File: src/rtl/countdown_ctrl.sv
// countdown_ctrl
// Sequencing controller for an MM:SS countdown timer. Holds a four-digit BCD
// preset and the live count. Runs an IDLE/RUN/PAUSE/DONE state machine that is
// paced by a one-second prescaler, and presents the live digits to the display
// scanner.
//
// Ports
//   clk        system clock, all state updates on posedge
//   rst        synchronous active-high reset
//   btn_start  debounced single-cycle pulse, toggles run/pause
//   btn_clear  single-cycle pulse, back to IDLE with the preset reloaded
//   load       single-cycle pulse, captures preset_in (IDLE only)
//   preset_in  BCD {min_tens, min_ones, sec_tens, sec_ones}
//   num_out_0  seconds ones digit
//   num_out_1  seconds tens digit
//   num_out_2  minutes ones digit
//   num_out_3  minutes tens digit
//   running    high while in RUN
//   done       high while in DONE
//   blank      display blank request, blinks only in DONE
module countdown_ctrl #(
  parameter int TICK_DIV = 50_000_000
) (
  input  logic        clk,
  input  logic        rst,
  input  logic        btn_start,
  input  logic        btn_clear,
  input  logic        load,
  input  logic [15:0] preset_in,
  output logic [3:0]  num_out_0,
  output logic [3:0]  num_out_1,
  output logic [3:0]  num_out_2,
  output logic [3:0]  num_out_3,
  output logic        running,
  output logic        done,
  output logic        blank
);

  localparam int PW = (TICK_DIV > 1) ? $clog2(TICK_DIV) : 1;
  localparam logic [PW-1:0] TICK_MAX = PW'(TICK_DIV - 1);

  localparam logic [1:0] ST_IDLE  = 2'd0;
  localparam logic [1:0] ST_RUN   = 2'd1;
  localparam logic [1:0] ST_PAUSE = 2'd2;
  localparam logic [1:0] ST_DONE  = 2'd3;

  // Clamp one BCD digit to an upper bound.
  function automatic logic [3:0] sat_digit(input logic [3:0] d, input logic [3:0] max_v);
    logic [3:0] r;
    if (d > max_v) begin
      r = max_v;
    end else begin
      r = d;
    end
    return r;
  endfunction

  // Saturate a preset to a legal MM:SS value (max 99:59).
  function automatic logic [15:0] sat_preset(input logic [15:0] p);
    return {sat_digit(p[15:12], 4'd9), sat_digit(p[11:8], 4'd9),
            sat_digit(p[7:4], 4'd5), sat_digit(p[3:0], 4'd9)};
  endfunction

  // One-second BCD decrement with borrow; 00:00 is returned unchanged.
  function automatic logic [15:0] bcd_dec(input logic [15:0] c);
    logic [3:0] d0;
    logic [3:0] d1;
    logic [3:0] d2;
    logic [3:0] d3;
    logic       b;
    d0 = c[3:0];
    d1 = c[7:4];
    d2 = c[11:8];
    d3 = c[15:12];
    b  = 1'b1;
    if (c == 16'h0000) begin
      b = 1'b0;
    end else begin
      if (d0 == 4'd0) begin
        d0 = 4'd9;
      end else begin
        d0 = d0 - 4'd1;
        b  = 1'b0;
      end
      if (b) begin
        if (d1 == 4'd0) begin
          d1 = 4'd5;
        end else begin
          d1 = d1 - 4'd1;
          b  = 1'b0;
        end
      end else begin
        d1 = d1;
      end
      if (b) begin
        if (d2 == 4'd0) begin
          d2 = 4'd9;
        end else begin
          d2 = d2 - 4'd1;
          b  = 1'b0;
        end
      end else begin
        d2 = d2;
      end
      // Non-zero count guarantees min_tens is non-zero if the borrow reaches it.
      if (b) begin
        d3 = d3 - 4'd1;
      end else begin
        d3 = d3;
      end
    end
    return {d3, d2, d1, d0};
  endfunction

  logic [1:0]    state_r;
  logic [15:0]   preset_r;
  logic [15:0]   count_r;
  logic [PW-1:0] presc_r;
  logic          blank_r;
  logic          running_r;
  logic          done_r;

  logic [1:0]    state_nxt_s;
  logic [15:0]   preset_nxt_s;
  logic [15:0]   count_nxt_s;
  logic [PW-1:0] presc_nxt_s;
  logic          blank_nxt_s;
  logic          tick_s;
  logic [15:0]   count_dec_s;

  assign tick_s      = (presc_r == TICK_MAX);
  assign count_dec_s = bcd_dec(count_r);

  // Next-state, count, preset and blank decisions; clear beats start everywhere.
  always_comb begin
    state_nxt_s  = state_r;
    preset_nxt_s = preset_r;
    count_nxt_s  = count_r;
    blank_nxt_s  = blank_r;
    case (state_r)
      ST_IDLE: begin
        blank_nxt_s = 1'b0;
        if (btn_clear) begin
          count_nxt_s = preset_r;
        end else if (load) begin
          // load wins over a coincident start
          preset_nxt_s = sat_preset(preset_in);
          count_nxt_s  = sat_preset(preset_in);
        end else if (btn_start && (count_r != 16'h0000)) begin
          state_nxt_s = ST_RUN;
        end else begin
          state_nxt_s = ST_IDLE;
        end
      end
      ST_RUN: begin
        if (btn_clear) begin
          state_nxt_s = ST_IDLE;
          count_nxt_s = preset_r;
        end else if (tick_s) begin
          count_nxt_s = count_dec_s;
          if (count_dec_s == 16'h0000) begin
            state_nxt_s = ST_DONE;
          end else if (btn_start) begin
            state_nxt_s = ST_PAUSE;
          end else begin
            state_nxt_s = ST_RUN;
          end
        end else if (btn_start) begin
          state_nxt_s = ST_PAUSE;
        end else begin
          state_nxt_s = ST_RUN;
        end
      end
      ST_PAUSE: begin
        if (btn_clear) begin
          state_nxt_s = ST_IDLE;
          count_nxt_s = preset_r;
        end else if (btn_start) begin
          state_nxt_s = ST_RUN;
        end else begin
          state_nxt_s = ST_PAUSE;
        end
      end
      ST_DONE: begin
        if (btn_clear || btn_start) begin
          state_nxt_s = ST_IDLE;
          count_nxt_s = preset_r;
          blank_nxt_s = 1'b0;
        end else if (tick_s) begin
          blank_nxt_s = ~blank_r;
        end else begin
          blank_nxt_s = blank_r;
        end
      end
      default: begin
        state_nxt_s = ST_IDLE;
        blank_nxt_s = 1'b0;
      end
    endcase
  end

  // Prescaler: free-runs in RUN/DONE, holds in PAUSE so a resume keeps the
  // partial second, and is zero whenever the machine is (or is going) IDLE.
  always_comb begin
    presc_nxt_s = presc_r;
    case (state_r)
      ST_RUN, ST_DONE: begin
        if (tick_s) begin
          presc_nxt_s = '0;
        end else begin
          presc_nxt_s = presc_r + PW'(1);
        end
      end
      ST_PAUSE: presc_nxt_s = presc_r;
      default:  presc_nxt_s = '0;
    endcase
    if (state_nxt_s == ST_IDLE) begin
      presc_nxt_s = '0;
    end else begin
      presc_nxt_s = presc_nxt_s;
    end
  end

  // State and output registers; flags follow the next state so they move on
  // the same edge as the transition.
  always_ff @(posedge clk) begin
    if (rst) begin
      state_r   <= ST_IDLE;
      preset_r  <= 16'h0000;
      count_r   <= 16'h0000;
      presc_r   <= '0;
      blank_r   <= 1'b0;
      running_r <= 1'b0;
      done_r    <= 1'b0;
    end else begin
      state_r   <= state_nxt_s;
      preset_r  <= preset_nxt_s;
      count_r   <= count_nxt_s;
      presc_r   <= presc_nxt_s;
      blank_r   <= blank_nxt_s;
      running_r <= (state_nxt_s == ST_RUN);
      done_r    <= (state_nxt_s == ST_DONE);
    end
  end

  assign num_out_0 = count_r[3:0];
  assign num_out_1 = count_r[7:4];
  assign num_out_2 = count_r[11:8];
  assign num_out_3 = count_r[15:12];
  assign running   = running_r;
  assign done      = done_r;
  assign blank     = blank_r;

endmodule

File: config.mk
export PLATFORM = sky130hd
export DESIGN_NAME = countdown_ctrl
export DESIGN_NICKNAME = d
export VERILOG_FILES = /design/src/rtl/countdown_ctrl.sv
export SDC_FILE = /design/constraint.sdc
export NUM_CORES = 1
export LEC_CHECK = 0
export CAP_MARGIN = 15
export CORE_ASPECT_RATIO = 0.5
export CORE_MARGIN = 2
export CORE_UTILIZATION = 63
export CTS_BUF_LIST = sky130_fd_sc_hd__clkbuf_8
export CTS_CLUSTER_DIAMETER = 100
export DETAILED_ROUTE_END_ITERATION = 10
export PLACE_DENSITY = 0.88
export RECOVER_POWER = 50
export SLEW_MARGIN = 20
export SYNTH_ARGS = -nofsm -noshare
export SYNTH_HDL_FRONTEND = slang
export SYNTH_SLANG_ARGS = --single-unit
File: constraint.sdc
create_clock -name clk -period 4.6 [get_ports clk]
set_input_delay 1.38 -clock clk [delete_from_list [all_inputs] [get_ports clk]]
set_output_delay 1.38 -clock clk [all_outputs]
set_load 0.01 [all_outputs]
==> results by group, run 1 <==
STA
  • Max-slew violations: 0
  • Setup TNS: 0 ns
  • Actual slew at the worst max-slew pin: 1.131 ns
  • Slew Limit Headroom: 0.2461
  • Setup violators final: 0
  • Tmin final: 3.566 ns
  • Unrepaired setup endpoints after global routing: false
  • Worst Clk Skew: 0.006687 ns
  • Crit share post-route: 0.7753
  • Fmax achieved: 0.2804 GHz
  • Fin. Hold Viols: 0

Final layout
  • Layout cells sized above 1: 0.08961
  • Final-stage net count: 510
  • Area grow syn2layout: 16.50%
  • Ant diodes: 0
  • Fillers: 442

Global routing
  • GR Overflow Total: 0
  • Global Route Usage Sum: 0.3149
  • Largest net degree at the start of global routing: 40
  • Vias in the first global route: 3373
  • First-pass GRT wire length: roughly 16000 um
  • Initial antenna violation count: 0

Hold path
  • Hold depth: 2
  • Hold Crit Start: preset_r[15]
  • Hold crit path type: reg2reg

Flow run
  • Number of max-cap violations: 0

Placement
  • RD Place Congestion: 0.9079
  • IO buf count: 39
  • DP HPWL: 6653 um

Synth
  • Synthesized area per cell: 7.862 um^2
  • Synth top area cells: dfxtp_1 35%, a21oi_1 5.5%, nor2_1 5.3%
  • Mapped Nets: approximately 490
  • Post-synth ARST share: 0
  • Most frequent cell after synthesis: dfxtp_1
  • Post-Synthesis Cells: between 400 and 500
  • Yosys warning total: 0
  • EDFF count, synth: 0
  • Synth top area share: 0.3472
  • Post-Syn Area: approximately 3600 um^2
  • Post-synthesis sequential area ratio: 0.3472
  • Synth top cells by count: 63 x dfxtp_1, 51 x nor2_1, 44 x nand2_1
  • Netlist cell types: 60
  • Top_reg_cell synth: dfxtp_1
  • Yosys top cell by area: dfxtp_1
  • Register bit count reported by yosys: 63

Detailed routing
  • Final WL: between 9000 and 10000 um
  • Per-cell routed wire length: 17.41 um
  • Drt pass-1 iters: 5
  • Drt initial violations: about 420
  • Drt via density: 6.801
  • DRC Markers: 0
  • Routed vias: 3836
  • Antenna viol nets, final: 0

CTS
  • Clk slew on worst S/H paths: 0.07 ns
  • Cts hold-fix bufs: 0
  • Post-CTS Setup Bufs: 0
  • CTS tree: yes
  • CTS root buf: clkbuf_8
  • Worst-case clock buffer depth: 2
  • Clk sink count: 63
  • Total CTS buffers: 9
  • Post-CTS Resized: 0
  • Clk Latency, worst-skew pair: 0.36 ns
  • CTS HTree Levels: 3

Floorplanning
  • Die width: 111.4 um
  • Core Box Area: approximately 5500 um^2
  • Die area: 6426 um^2
  • I/O pins: 40
  • Initial Util: 0.6586
  • Row Count: 19
  • Die H: 57.69 um

Worst setup path
  • Crit-path max cell delay: between 0.5 and 0.6 ns
  • Worst path slowest cell: dlygate4sd3_1
  • Critical path class: in2reg
  • R2R Setup Slk: 1.53 ns
  • Critical path required time: 4.86 ns
  • CP max FO: 16
  • R2R cell count: 8
  • Reg2reg start: count_r[12]
  • CP startpoint kind: primary input
  • WP data arrival: 3.82 ns
  • Setup crit start: btn_clear
  • Cell chain of the critical path: dlygate4sd3_1, nor2_1, clkbuf_1, nand2_1, a21oi_1, a221oi_1, a211oi_1
  • Crit path capture type: register

Power and ir drop
  • Leak pwr: 1.379 nW
  • Total power per unit cell area: slightly above 300 nW/um^2
  • Total power: 0.001288 W
  • VDD IR max: 0.0001871 V

Status
  • Outcome: completed
-- routing by layer --
layer	track usage	vias to the layer above	routed length [um]
li1	-	1813	-
met1	0.4011	1818	4159
met2	0.5183	175	4597
met3	0.09414	30	803
met4	0.1217	0	258
met5	0	-	0
-- metrics by stage --
| stage | hold WS (ns) | util | cells | setup slack, ns | area [um^2] |
|---|---|---|---|---|---|
| 2_1_floorplan | 0.4363 | - | 462 | 1.787 | 3632 |
| 3_3_place_gp | 0.4478 | 0.7314 | 548 | 1.178 | 4034 |
| 3_5_place_dp | 0.4564 | 0.7314 | 548 | 1.084 | 4034 |
| 4_1_cts | 0.4656 | 0.7693 | 564 | 1.426 | 4243 |
| 5_1_grt | 0.5000 | 0.7672 | 564 | 0.8692 | 4232 |
| 6_report | 0.4643 | 0.7672 | 564 | 1.034 | 4232 |
-- worst max-delay path, delay by kind of cell --
| kind | cells | cell delay (ns) |
|---|---|---|
| AND/OR/NAND/NOR | 2 | 0.57 |
| AO/OA/AOI/OAI | 3 | 0.71 |
| buffers and inverters | 2 | 1.15 |
-- state kept, by name (all words and copies together) (netlist names) --
name	cells
presc_r	26
count_r	16
preset_r	16
state_r	2
blank	1
done	1
running	1
-- final timing paths --
check                                     to
worst max-delay path              count_r[9]
worst min-delay path            preset_r[15]
worst max register to register    presc_r[6]
worst min register to register  preset_r[15]
-- cells by family (layout without fill, tap and decap cells) --
group	Yosys count	count (layout)	share of synthesized area
AOI/OAI and AO/OA	144	144	0.2773
muxes	5	5	0.01412
DFF	63	63	0.3472
xor gates and xnor gates	1	1	0.002412
and+or+nand+nor	206	206	0.3052
adders and majority gates	3	3	0.01034
buffers and inverters	40	69	0.04340
-- cells in the final DEF, fill, tap and decap left out, types with 3 or more instances in the layout --
cell type	count
nand2_1	44
a21oi_1	40
inv_1	9
a31oi_1	9
mux2i_1	4
a31o_2	3
a41oi_1	7
o211ai_1	7
nor2_1	50
or4_1	3
nand2b_1	11
ha_1	3
nor3_1	20
dlygate4sd3_1	15
and3_1	8
buf_4	3
nor3b_1	8
a211oi_1	12
dfxtp_1	63
nor4_2	4
nor4_1	6
or2_2	5
a311oi_1	21
clkdlybuf4s50_1	24
and4_1	3
nand4_1	7
nand3_1	20
clkbuf_8	12
o21ai_0	18
clkbuf_1	3
-- where the power goes --
part           internal, W  total (W)  leakage, nW  switching [W]
logic            0.0000850   0.000196        0.754       0.000111
registers         0.000562   0.000588        0.512      0.0000260
clock network     0.000291   0.000504        0.114       0.000214
total             0.000938    0.00129         1.38       0.000351
-- area by class of cell --
class	count	area, um^2	share of cell area
Sequential cell	63	1261	0.2980
Inverter	8	30.03	0.007096
Tap cell	73	91.34	0.02158
Clock inverter	4	43.79	0.01035
Multi-Input combinational cell	359	2216	0.5237
Timing Repair Buffer	45	424.2	0.1002
Clock buffer	12	165.2	0.03903
(Power assumes the default switching activity.)
==> run 2: changes to the inputs <==
CORE_UTILIZATION = 59   (was 63)
PLACE_DENSITY = 0.83   (was 0.88)
clock period = 3.51 ns   (was 4.6 ns; I/O delays follow)
==> run 2 against run 1 <==
Net effect: clock skew is 0.00068 ns lower; utilization is 6.8 points lower; first-iteration DRC count decreased by 6.0%; die area rose by 6.4%; count of clock-buffer cells in the layout is 2 lower; sequential power increased by 31%; wire length fell by 5.8%; critical endpoint is now preset_r[13].
==> results by group, run 2 (same netlist as run 1, synthesis figures left out) <==
Status
  • Outcome: completed

CTS
  • Post-CTS Resized: 0
  • Cts hold-fix bufs: 0
  • CTS tree: yes
  • Post-CTS Setup Bufs: 0
  • CTS HTree Levels: 3
  • Worst-case clock buffer depth: 2
  • CTS root buf: clkbuf_8
  • Clk slew on worst S/H paths: 0.06 ns
  • Clk sink count: 63
  • Total CTS buffers: 9
  • Clk Latency, worst-skew pair: 0.34 ns

Power and ir drop
  • Int Pwr: 0.001107 W
  • Leak pwr: ~1.4 nW
  • VDD IR max: 0.0002108 V
  • Power share of the sequential group: 0.498
  • Total power per unit cell area: 368.9 nW/um^2
  • Combinational share of power: 0.164
  • Clock share of power: 0.339
  • Switching fraction of total power: 0.2845
  • P_sw: about 0.00044 W

STA
  • Max-slew violations: 0
  • Worst Clk Skew: 0.006005 ns
  • Crit share post-route: 0.8623
  • Setup TNS: 0 ns
  • Hold slack: between 0.4 and 0.5 ns
  • Fin. Hold Viols: 0
  • Actual slew at the worst max-slew pin: 0.9942 ns
  • Fmax achieved: approximately 0.33 GHz
  • Tmin final: between 3 and 4 ns
  • Setup violators final: 0
  • Slew Limit Headroom: 0.3372
  • Unrepaired setup endpoints after global routing: false

Placement
  • RD Place Congestion: between 0.8 and 0.9
  • IO buf count: 39
  • DP HPWL: around 6200 um

Detailed routing
  • Drt via density: between 6 and 7
  • Final WL: 9251 um
  • Per-cell routed wire length: between 15 and 20 um
  • Drt initial violations: 390
  • Drt pass-1 iters: 5
  • DRC Markers: 0
  • Routed vias: 3730
  • Antenna viol nets, final: 0

Worst setup path
  • Setup crit start: btn_clear
  • WP data arrival: 3.25 ns
  • CP bufs+invs: 2
  • Worst path slowest cell: or2_0
  • Crit-path max cell delay: about 0.8 ns
  • Crit path capture type: register
  • Cell chain of the critical path: dlygate4sd3_1, or2_0, nor2_1, buf_4, and3_1, a21oi_1, nor2_1
  • Critical path class: in2reg
  • CP startpoint kind: primary input
  • CP top delay family: simple AND/OR/NAND/NOR gates
  • Reg2reg start: count_r[12]
  • Critical path required time: 3.73 ns
  • Critical Path Most Common Cell: nor2_1
  • CP max FO: 17

Hold path
  • Hold Crit Start: preset_r[7]
  • Hold crit path type: reg2reg

Floorplanning
  • Die width: 115.0 um
  • Die area: 6838 um^2
  • Initial Util: 0.6048
  • I/O pins: 40
  • Core Box Area: approximately 6000 um^2
  • Die H: roughly 59 um
  • Row Count: 20

Final layout
  • Final-stage net count: 512
  • Commonest non-fill, non-tap cell in the layout: dfxtp_1
  • Top flop regs: presc_r: 26 flops, count_r: 16 flops, preset_r: 16 flops
  • Area grow syn2layout: 15.54%
  • Ant diodes: 0
  • Most frequent cells in the layout: 63 x dfxtp_1, 50 x nor2_1, 44 x nand2_1, 40 x a21oi_1, 22 x clkdlybuf4s50_1
  • Max reg flops: 26
  • Layout cells sized above 1: 0.08130
  • Biggest register: presc_r
  • Fillers: 516

Global routing
  • Global Route Usage Sum: 0.2878
  • GR Overflow Total: 0
  • Initial antenna violation count: 0
  • Largest net degree at the start of global routing: 40
  • Vias in the first global route: 3276
  • First-pass GRT wire length: 15660 um

Flow run
  • Number of max-cap violations: 0
==> run 2: cell type report <==
class / count / area [um^2] / area share
well taps: 77 / 96.34 / 0.02296
repair buffers: 47 / 446.7 / 0.1064
clock buffers: 10 / 137.6 / 0.03280
clock inverters: 5 / 20.02 / 0.004770
inverters: 8 / 30.03 / 0.007156
multi-input cells: 359 / 2205 / 0.5253
flip-flops and latches: 63 / 1261 / 0.3005
==> run 2: metrics by stage <==
| step | worst slack [ns] | power (W) | instances | util | instance area (um^2) |
|---|---|---|---|---|---|
| 5_1_grt | 0.2779 | 0.001616 | 569 | 0.6988 | 4197 |
| 2_1_floorplan | 1.024 | 0.0009451 | 462 | - | 3632 |
| 3_3_place_gp | 0.5794 | 0.001038 | 554 | 0.6750 | 4054 |
| 4_1_cts | 0.8198 | 0.001565 | 569 | 0.7013 | 4212 |
| 6_report | 0.4833 | 0.001548 | 569 | 0.6988 | 4197 |
| 3_5_place_dp | 0.5143 | 0.001043 | 554 | 0.6750 | 4054 |
==> run 2: power groups by stage <==
| stage | registers, W | logic, W | clock network, W |
|---|---|---|---|
| 2_1_floorplan | 0.000780 | 0.000165 | 0 |
| 3_3_place_gp | 0.000786 | 0.000252 | 0 |
| 3_5_place_dp | 0.000786 | 0.000256 | 0 |
| 4_1_cts | 0.000770 | 0.000258 | 0.000537 |
| 5_1_grt | 0.000774 | 0.000279 | 0.000563 |
| 6_report | 0.000770 | 0.000253 | 0.000524 |
==> run 2: worst paths after layout <==
| check | slack (ns) | cells past startpoint | endpoint |
|---|---|---|---|
| max | 0.48 | 7 | preset_r[13] |
| min reg2reg | 0.47 | 2 | count_r[7] |
| max reg2reg | 0.68 | 8 | state_r[1] |
| min | 0.47 | 2 | count_r[7] |
==> run 2: worst min-delay path, stage by stage (launching register included) <==
cell	delay, ns
dfxtp_1	0.31
nand3_1	0.06
a21oi_1	0.06
==> run 2: metal layers <==
metal	wire (um)	GRT usage	part of all wire
met5	0	0	0
met4	59	0.08434	0.0064
met3	744	0.07464	0.080
met2	4177	0.4445	0.45
met1	4269	0.4004	0.46
